File: config.mk
export PLATFORM = sky130hd
export DESIGN_NAME = master_slave_relay_n_flat
export DESIGN_NICKNAME = d
export VERILOG_FILES = /design/src/rtl/master_slave_relay_n_pkg.sv /design/src/rtl/master_slave_relay_n_if.sv /design/src/rtl/master_slave_relay_n_combine.sv /design/src/rtl/master_slave_relay_n.sv /design/src/flat_wrapper.sv
export SDC_FILE = /design/constraint.sdc
export NUM_CORES = 1
export LEC_CHECK = 0
export ABC_AREA = 1
export CAP_MARGIN = 30
export CORE_MARGIN = 1.5
export CORE_UTILIZATION = 57
export CTS_BUF_LIST = sky130_fd_sc_hd__clkbuf_8
export DETAILED_ROUTE_END_ITERATION = 12
export MAX_ROUTING_LAYER = met4
export PLACE_DENSITY = 0.93
export SLEW_MARGIN = 20
export SYNTH_ARGS = -nofsm -noshare
export SYNTH_HDL_FRONTEND = slang
export SYNTH_SLANG_ARGS = --single-unit
File: constraint.sdc
create_clock -name clk -period 5.03 [get_ports clk]
set_clock_uncertainty 0.2 [all_clocks]
set_input_delay 1.006 -clock clk [delete_from_list [all_inputs] [get_ports clk]]
set_output_delay 1.006 -clock clk [all_outputs]
set_load 0.02 [all_outputs]
File: src/rtl/master_slave_relay_n_pkg.sv
// Shared types and the width-generic combine function for the round-robin relay.
// Callers sign-extend operands to COMBINE_MAX_W and truncate the result back.
package master_slave_relay_n_types;

    localparam int unsigned COMBINE_MAX_W = 64;

    typedef enum logic {SECTION_A, SECTION_B} sections;

    typedef enum logic [1:0] {PASS, ACC, MAX, XOR} combine_mode_t;

    typedef logic [COMBINE_MAX_W-1:0] combine_word_t;

    // Sign-extended operands keep the signed MAX correct; low bits of the others are unaffected.
    function automatic combine_word_t combine(input combine_word_t val_w,
                                              input combine_word_t in_w,
                                              input combine_mode_t   mode);
        combine_word_t res;
        case (mode)
            PASS:    res = in_w;
            ACC:     res = val_w + in_w;
            MAX:     res = ($signed(val_w) > $signed(in_w)) ? val_w : in_w;
            XOR:     res = val_w ^ in_w;
            default: res = in_w;
        endcase
        return res;
    endfunction

endpackage

File: src/rtl/master_slave_relay_n_if.sv
// Slave-channel inputs and master result outputs of the relay.
// master: producer/consumer side; slave: the relay itself.
interface master_slave_relay_n_if #(
    parameter int unsigned DATA_W = 32,
    parameter int unsigned NUM_CH = 4
);
    localparam int unsigned CH_W = (NUM_CH > 1) ? $clog2(NUM_CH) : 1;

    logic [NUM_CH-1:0][DATA_W-1:0] s_in;
    logic [NUM_CH-1:0]             s_in_sync;
    logic [1:0]                    mode;
    logic [DATA_W-1:0]             s_out;
    logic                          s_out_valid;
    logic [CH_W-1:0]               s_out_ch;
    logic                          busy;

    modport master (
        output s_in, s_in_sync, mode,
        input  s_out, s_out_valid, s_out_ch, busy
    );

    modport slave (
        input  s_in, s_in_sync, mode,
        output s_out, s_out_valid, s_out_ch, busy
    );

endinterface

File: src/rtl/master_slave_relay_n_combine.sv
// Combinational DATA_W-wide ALU for the four combine modes.
module relay_combine
    import master_slave_relay_n_types::*;
#(
    parameter int unsigned DATA_W = 32
) (
    input  logic [DATA_W-1:0] val_i,
    input  logic [DATA_W-1:0] in_i,
    input  combine_mode_t     mode_i,
    output logic [DATA_W-1:0] res_c
);

    combine_word_t wide;

    always_comb begin
        wide  = combine(COMBINE_MAX_W'($signed(val_i)), COMBINE_MAX_W'($signed(in_i)), mode_i);
        res_c = DATA_W'(wide);
    end

endmodule

File: src/rtl/master_slave_relay_n.sv
// Round-robin relay: polls one slave channel at a time, combines the synced word
// into val, and publishes it on the master side with a one-cycle valid pulse.
module master_slave_relay_n
    import master_slave_relay_n_types::*;
#(
    parameter int unsigned DATA_W = 32,
    parameter int unsigned NUM_CH = 4
) (
    input  logic                  clk,
    input  logic                  rst,
    master_slave_relay_n_if.slave bus
);

    localparam int unsigned CH_W = (NUM_CH > 1) ? $clog2(NUM_CH) : 1;

    sections           section_q, section_d;
    logic [CH_W-1:0]   ch_q, ch_d, ch_next;
    logic [CH_W-1:0]   cap_ch_q, cap_ch_d;
    logic [CH_W-1:0]   s_out_ch_q, s_out_ch_d;
    logic [DATA_W-1:0] val_q, val_d;
    logic [DATA_W-1:0] s_out_q, s_out_d;
    logic              s_out_valid_q, s_out_valid_d;
    logic              busy_q, busy_d;
    logic [DATA_W-1:0] sel_data, comb_res;
    logic              sel_sync;

    // Only the pointed-at channel is visible; all other syncs are ignored.
    always_comb begin
        sel_data = '0;
        sel_sync = 1'b0;
        for (int c = 0; c < NUM_CH; c++) begin
            if (ch_q == CH_W'(c)) begin
                sel_data = bus.s_in[c];
                sel_sync = bus.s_in_sync[c];
            end
        end
        ch_next = (ch_q == CH_W'(NUM_CH - 1)) ? '0 : ch_q + CH_W'(1);
    end

    relay_combine #(.DATA_W(DATA_W)) u_combine (
        .val_i  (val_q),
        .in_i   (sel_data),
        .mode_i (combine_mode_t'(bus.mode)),
        .res_c  (comb_res)
    );

    always_comb begin
        section_d     = section_q;
        ch_d          = ch_q;
        cap_ch_d      = cap_ch_q;
        val_d         = val_q;
        s_out_d       = s_out_q;
        s_out_ch_d    = s_out_ch_q;
        s_out_valid_d = 1'b0;
        case (section_q)
            SECTION_A: begin
                if (sel_sync) begin
                    val_d     = comb_res;
                    cap_ch_d  = ch_q;
                    ch_d      = ch_next;
                    section_d = SECTION_B;
                end
            end
            SECTION_B: begin
                s_out_d       = val_q;
                s_out_ch_d    = cap_ch_q;
                s_out_valid_d = 1'b1;
                section_d     = SECTION_A;
            end
            default: section_d = SECTION_A;
        endcase
        busy_d = (section_d == SECTION_B);
    end

    always_ff @(posedge clk) begin
        if (rst) begin
            section_q     <= SECTION_A;
            ch_q          <= '0;
            cap_ch_q      <= '0;
            val_q         <= '0;
            s_out_q       <= '0;
            s_out_ch_q    <= '0;
            s_out_valid_q <= 1'b0;
            busy_q        <= 1'b0;
        end else begin
            section_q     <= section_d;
            ch_q          <= ch_d;
            cap_ch_q      <= cap_ch_d;
            val_q         <= val_d;
            s_out_q       <= s_out_d;
            s_out_ch_q    <= s_out_ch_d;
            s_out_valid_q <= s_out_valid_d;
            busy_q        <= busy_d;
        end
    end

    assign bus.s_out       = s_out_q;
    assign bus.s_out_valid = s_out_valid_q;
    assign bus.s_out_ch    = s_out_ch_q;
    assign bus.busy        = busy_q;

endmodule

File: src/flat_wrapper.sv
// flat-port wrapper written by rule: the top's interface ports become plain ports
module master_slave_relay_n_flat import master_slave_relay_n_types::*;
#(
    parameter int unsigned DATA_W = 32,
    parameter int unsigned NUM_CH = 4
)
  (clk, rst, bus_s_in, bus_s_in_sync, bus_mode, bus_s_out, bus_s_out_valid, bus_s_out_ch, bus_busy);
  master_slave_relay_n_if #(.DATA_W(DATA_W), .NUM_CH(NUM_CH)) bus_i ();
  input  logic clk;
  input  logic rst;
  input wire logic [$bits(bus_i.s_in)-1:0] bus_s_in;
  input wire logic [$bits(bus_i.s_in_sync)-1:0] bus_s_in_sync;
  input wire logic [$bits(bus_i.mode)-1:0] bus_mode;
  output wire logic [$bits(bus_i.s_out)-1:0] bus_s_out;
  output wire logic [$bits(bus_i.s_out_valid)-1:0] bus_s_out_valid;
  output wire logic [$bits(bus_i.s_out_ch)-1:0] bus_s_out_ch;
  output wire logic [$bits(bus_i.busy)-1:0] bus_busy;
  assign bus_i.s_in = bus_s_in;
  assign bus_i.s_in_sync = bus_s_in_sync;
  assign bus_i.mode = bus_mode;
  assign bus_s_out = bus_i.s_out;
  assign bus_s_out_valid = bus_i.s_out_valid;
  assign bus_s_out_ch = bus_i.s_out_ch;
  assign bus_busy = bus_i.busy;
  master_slave_relay_n #(.DATA_W(DATA_W), .NUM_CH(NUM_CH)) u_core (.clk(clk), .rst(rst), .bus(bus_i));
endmodule
==> metrics <==
PortBufs 171; vias in the first global route 8301; Pint 2.81 mW; outcome completed; sequential power share 13.6%; Vias per Instance 5.63; post-synthesis adder-cell area fraction 12.4%; crit path time final 4.49 ns; TritonCTS Buffers 9; pwr dens 737 mW/mm^2; clock latency on the worst-skew pair 0.37 ns; FF-to-FF setup slack 0.54 ns; number of synthesized flops with an enable pin 0; Nets 1645; Reg2Reg Depth 20; DP Area 0.00929 sq mm; worst hold slack 0.272 ns; synth warn 0; Storage cell area 0.00144 sq mm; fillers 1048; layout cells sized above 1 3.68%; CP endpoint kind flop; Pre-antenna DRT Iters 5; Non-Filler Instances 1614; Root Driver clkbuf_8; initial DRC count 1215; RSZ-0062 raised after global routing no; wire length per cell 16.4 microns; Leakage 4.84 nW; Synth cell types 40; Cells after Synth 1295; final worst-path cycle share 89.3%; Slew HR 51.1%; sw power 4.18 mW; WP data required 5.09 ns; H-tree depth 3; peak supply drop 0.000383 V; Detailed Route WL 26500 microns; setup TNS 0 ns; Worst setup SP type flop; Core Footprint 0.0128 sq mm; CTS tree done; width of the die 118 microns; crit path DAT 4.55 ns; setup repair bufs after CTS 0; post-synthesis compound-gate area fraction 15.6%; hold_sp u_core.bus.s_out[4]; first-pass GRT wire length 42100 microns; post-cts resize count 0; final setup margin 0.538 ns; starting density of the core 59.1%; I/O Pins 172; pre-CTS setup slack 0.526 ns; Post-route DRC 0; most frequent CP cell nand2_1; Simple-Gate Fraction of Synth Area 39.7%; worst-case clock buffer depth 2; combinational share of power 79.7%; Syn Nets 1505; CTS sink count 72; RD Place Congestion 1.06; Slew @ Worst Pin 0.725 ns; Main synth FF type dfxtp_1; Worst R2R Start u_core.ch_q[0]; Synth Register Bits 72; Post-Layout Inst Area 0.00949 sq mm; mapped cell area 0.00754 sq mm; critical path's slowest cell nor3_1; largest fanout on the critical path 52; Min-Delay Path Depth 2; P&R area growth vs syn 25.7%; maxcap violations 0; row count 41; Max Clk Rate 0.223 GHz; Cell Chain, Critical Path inv_1, ha_1, clkinv_1, buf_12, nor2_1, nor2_1, a22oi_1, inv_1, ha_1, nand2_1, nor3_1, nand3_1, nand2_1, nand2_1, nand2_1, nand2_1, o21ai_0, nand3_2, nand2_1, nor2_1; Sw Ratio 59.8%; Slew Viols, Final 0; ys async rst share 0%; Final ANT Viol Nets 0; Final Hold Viols 0; Hold Buf Count CTS 0; total track usage 39.1%; Hold EP u_core.bus.s_out[4]; Seq/Total Area, Yosys 19.1%; largest family of logic cells by synthesized area simple AND/OR/NAND/NOR gates; multi-input logic area 0.00515 sq mm; # setup viols final 0; dpl cells 1596; Vias 9087; post-synthesis mux area share 0%; initial antenna violation count 2; Detailed Place HPWL 21400 microns; min-delay worst type reg -> reg; Reg clk slew, reported paths 0.08 ns; Synth Area per Inst 5.83 sq um; Die ar. 0.0139 sq mm; global route overflow 0; reg-to-reg critical path endpoint u_core.val_q[10]; max incr delay on CP 0.49 ns; largest net degree at the start of global routing 53; Die Span Y 118 microns; Synth Area in XOR/XNOR 0.580%; Clock power frac 6.7%; WS Path Type reg -> reg
[cell families (layout without fill, tap and decap cells)]
group,after synthesis,after routing
other,0,2
DFF,72,72
xor gates and xnor gates,5,5
adders and majority gates,74,74
AOI/OAI and AO/OA,199,199
buffers and inverters,230,375
and+or+nand+nor,715,715
[cells in the mapped netlist (all sizes together) (9+ instances only)]
library cell | number | area, sq um
a21oi | 67 | 347
a22oi | 31 | 233
buf | 24 | 174
clkbuf | 29 | 113
dfxtp | 72 | 1440
ha | 73 | 913
inv | 173 | 649
nand2 | 405 | 1540
nand3 | 129 | 686
nand4 | 9 | 56.3
nor2 | 150 | 583
o211ai | 11 | 82.6
o21ai | 66 | 330
[power by group through the flow]
stage,Sequential [mW],Clock (mW),Combinational [mW]
2_1_floorplan,0.922,0,4.04
3_3_place_gp,0.933,0,5.23
3_5_place_dp,0.949,0,5.37
4_1_cts,0.936,0.465,5.41
5_1_grt,0.967,0.487,6.19
6_report,0.948,0.470,5.57
[sequential cells by signal, indices dropped and copies added, names as in the netlist]
| register | cells |
|---|---|
| u_core.bus.s_out_ch | 2 |
| u_core.cap_ch_q | 2 |
| u_core.bus.s_out | 32 |
| u_core.bus.s_out_valid | 1 |
| u_core.val_q | 32 |
| u_core.ch_q | 2 |
| u_core.section_q | 1 |
[layer usage]
metal	GRT usage (%)	vias to the layer above	routed length [microns]
met3	8.62	78	3240
met5	-	-	0
li1	-	4426	-
met4	14.1	0	947
met2	59.1	537	11400
met1	51.4	4046	11000
[final cells by class]
cell class	count	area share, %
tap	172	2.27
sequential	72	15.2
clock buffer	9	1.31
timing repair buffer	182	19.2
inverter	177	7.00
multi-input combinational	993	54.3
antenna	2	0.0528
clock inverter	7	0.686
[layout by cell type (no fill, tap or decap), drive strengths merged]
cell	n
nand2	405
inv	175
clkdlybuf4s50	171
nor2	150
nand3	129
ha	73
dfxtp	72
a21oi	67
o21ai	66
a22oi	31
o211ai	11
buf	11
nand4	9
clkbuf	9
a22o	8
and2	8
nor3	7
o21bai	6
xor2	5
clkinv	5
o21a	4
and3	3
nand3b	3
o22ai	3
clkinvlp	3
diode	2
a31o	2
nor2b	1
a31oi	1
fa	1
bufinv	1
[worst max-delay path: cells and delay by family (launching register included)]
kind | cells | cell delay [ns]
simple gates | 12 | 1.62
compound gates | 2 | 0.70
buf+inv | 4 | 0.64
fa+ha+maj | 2 | 0.84
flops | 1 | 0.36
[per-stage QoR]
step,util (%),total power [mW]
after floorplan,-,4.96
after global routing,74.3,7.65
final,74.3,6.99
after global placement,72.6,6.16
after detailed placement,72.7,6.31
after CTS,74.2,6.81
[how the worst max path moves through the flow]
stage	start	to	depth (start not counted)
2_1_floorplan	bus_s_in[47]	u_core.val_q[0]	18
3_3_place_gp	bus_s_in[38]	u_core.val_q[10]	17
3_5_place_dp	bus_s_in[38]	u_core.val_q[10]	17
4_1_cts	u_core.ch_q[0]	u_core.val_q[10]	20
5_1_grt	u_core.ch_q[0]	u_core.val_q[10]	20
6_report	u_core.ch_q[0]	u_core.val_q[10]	20
Note: power is estimated with default switching activity, not from simulation.
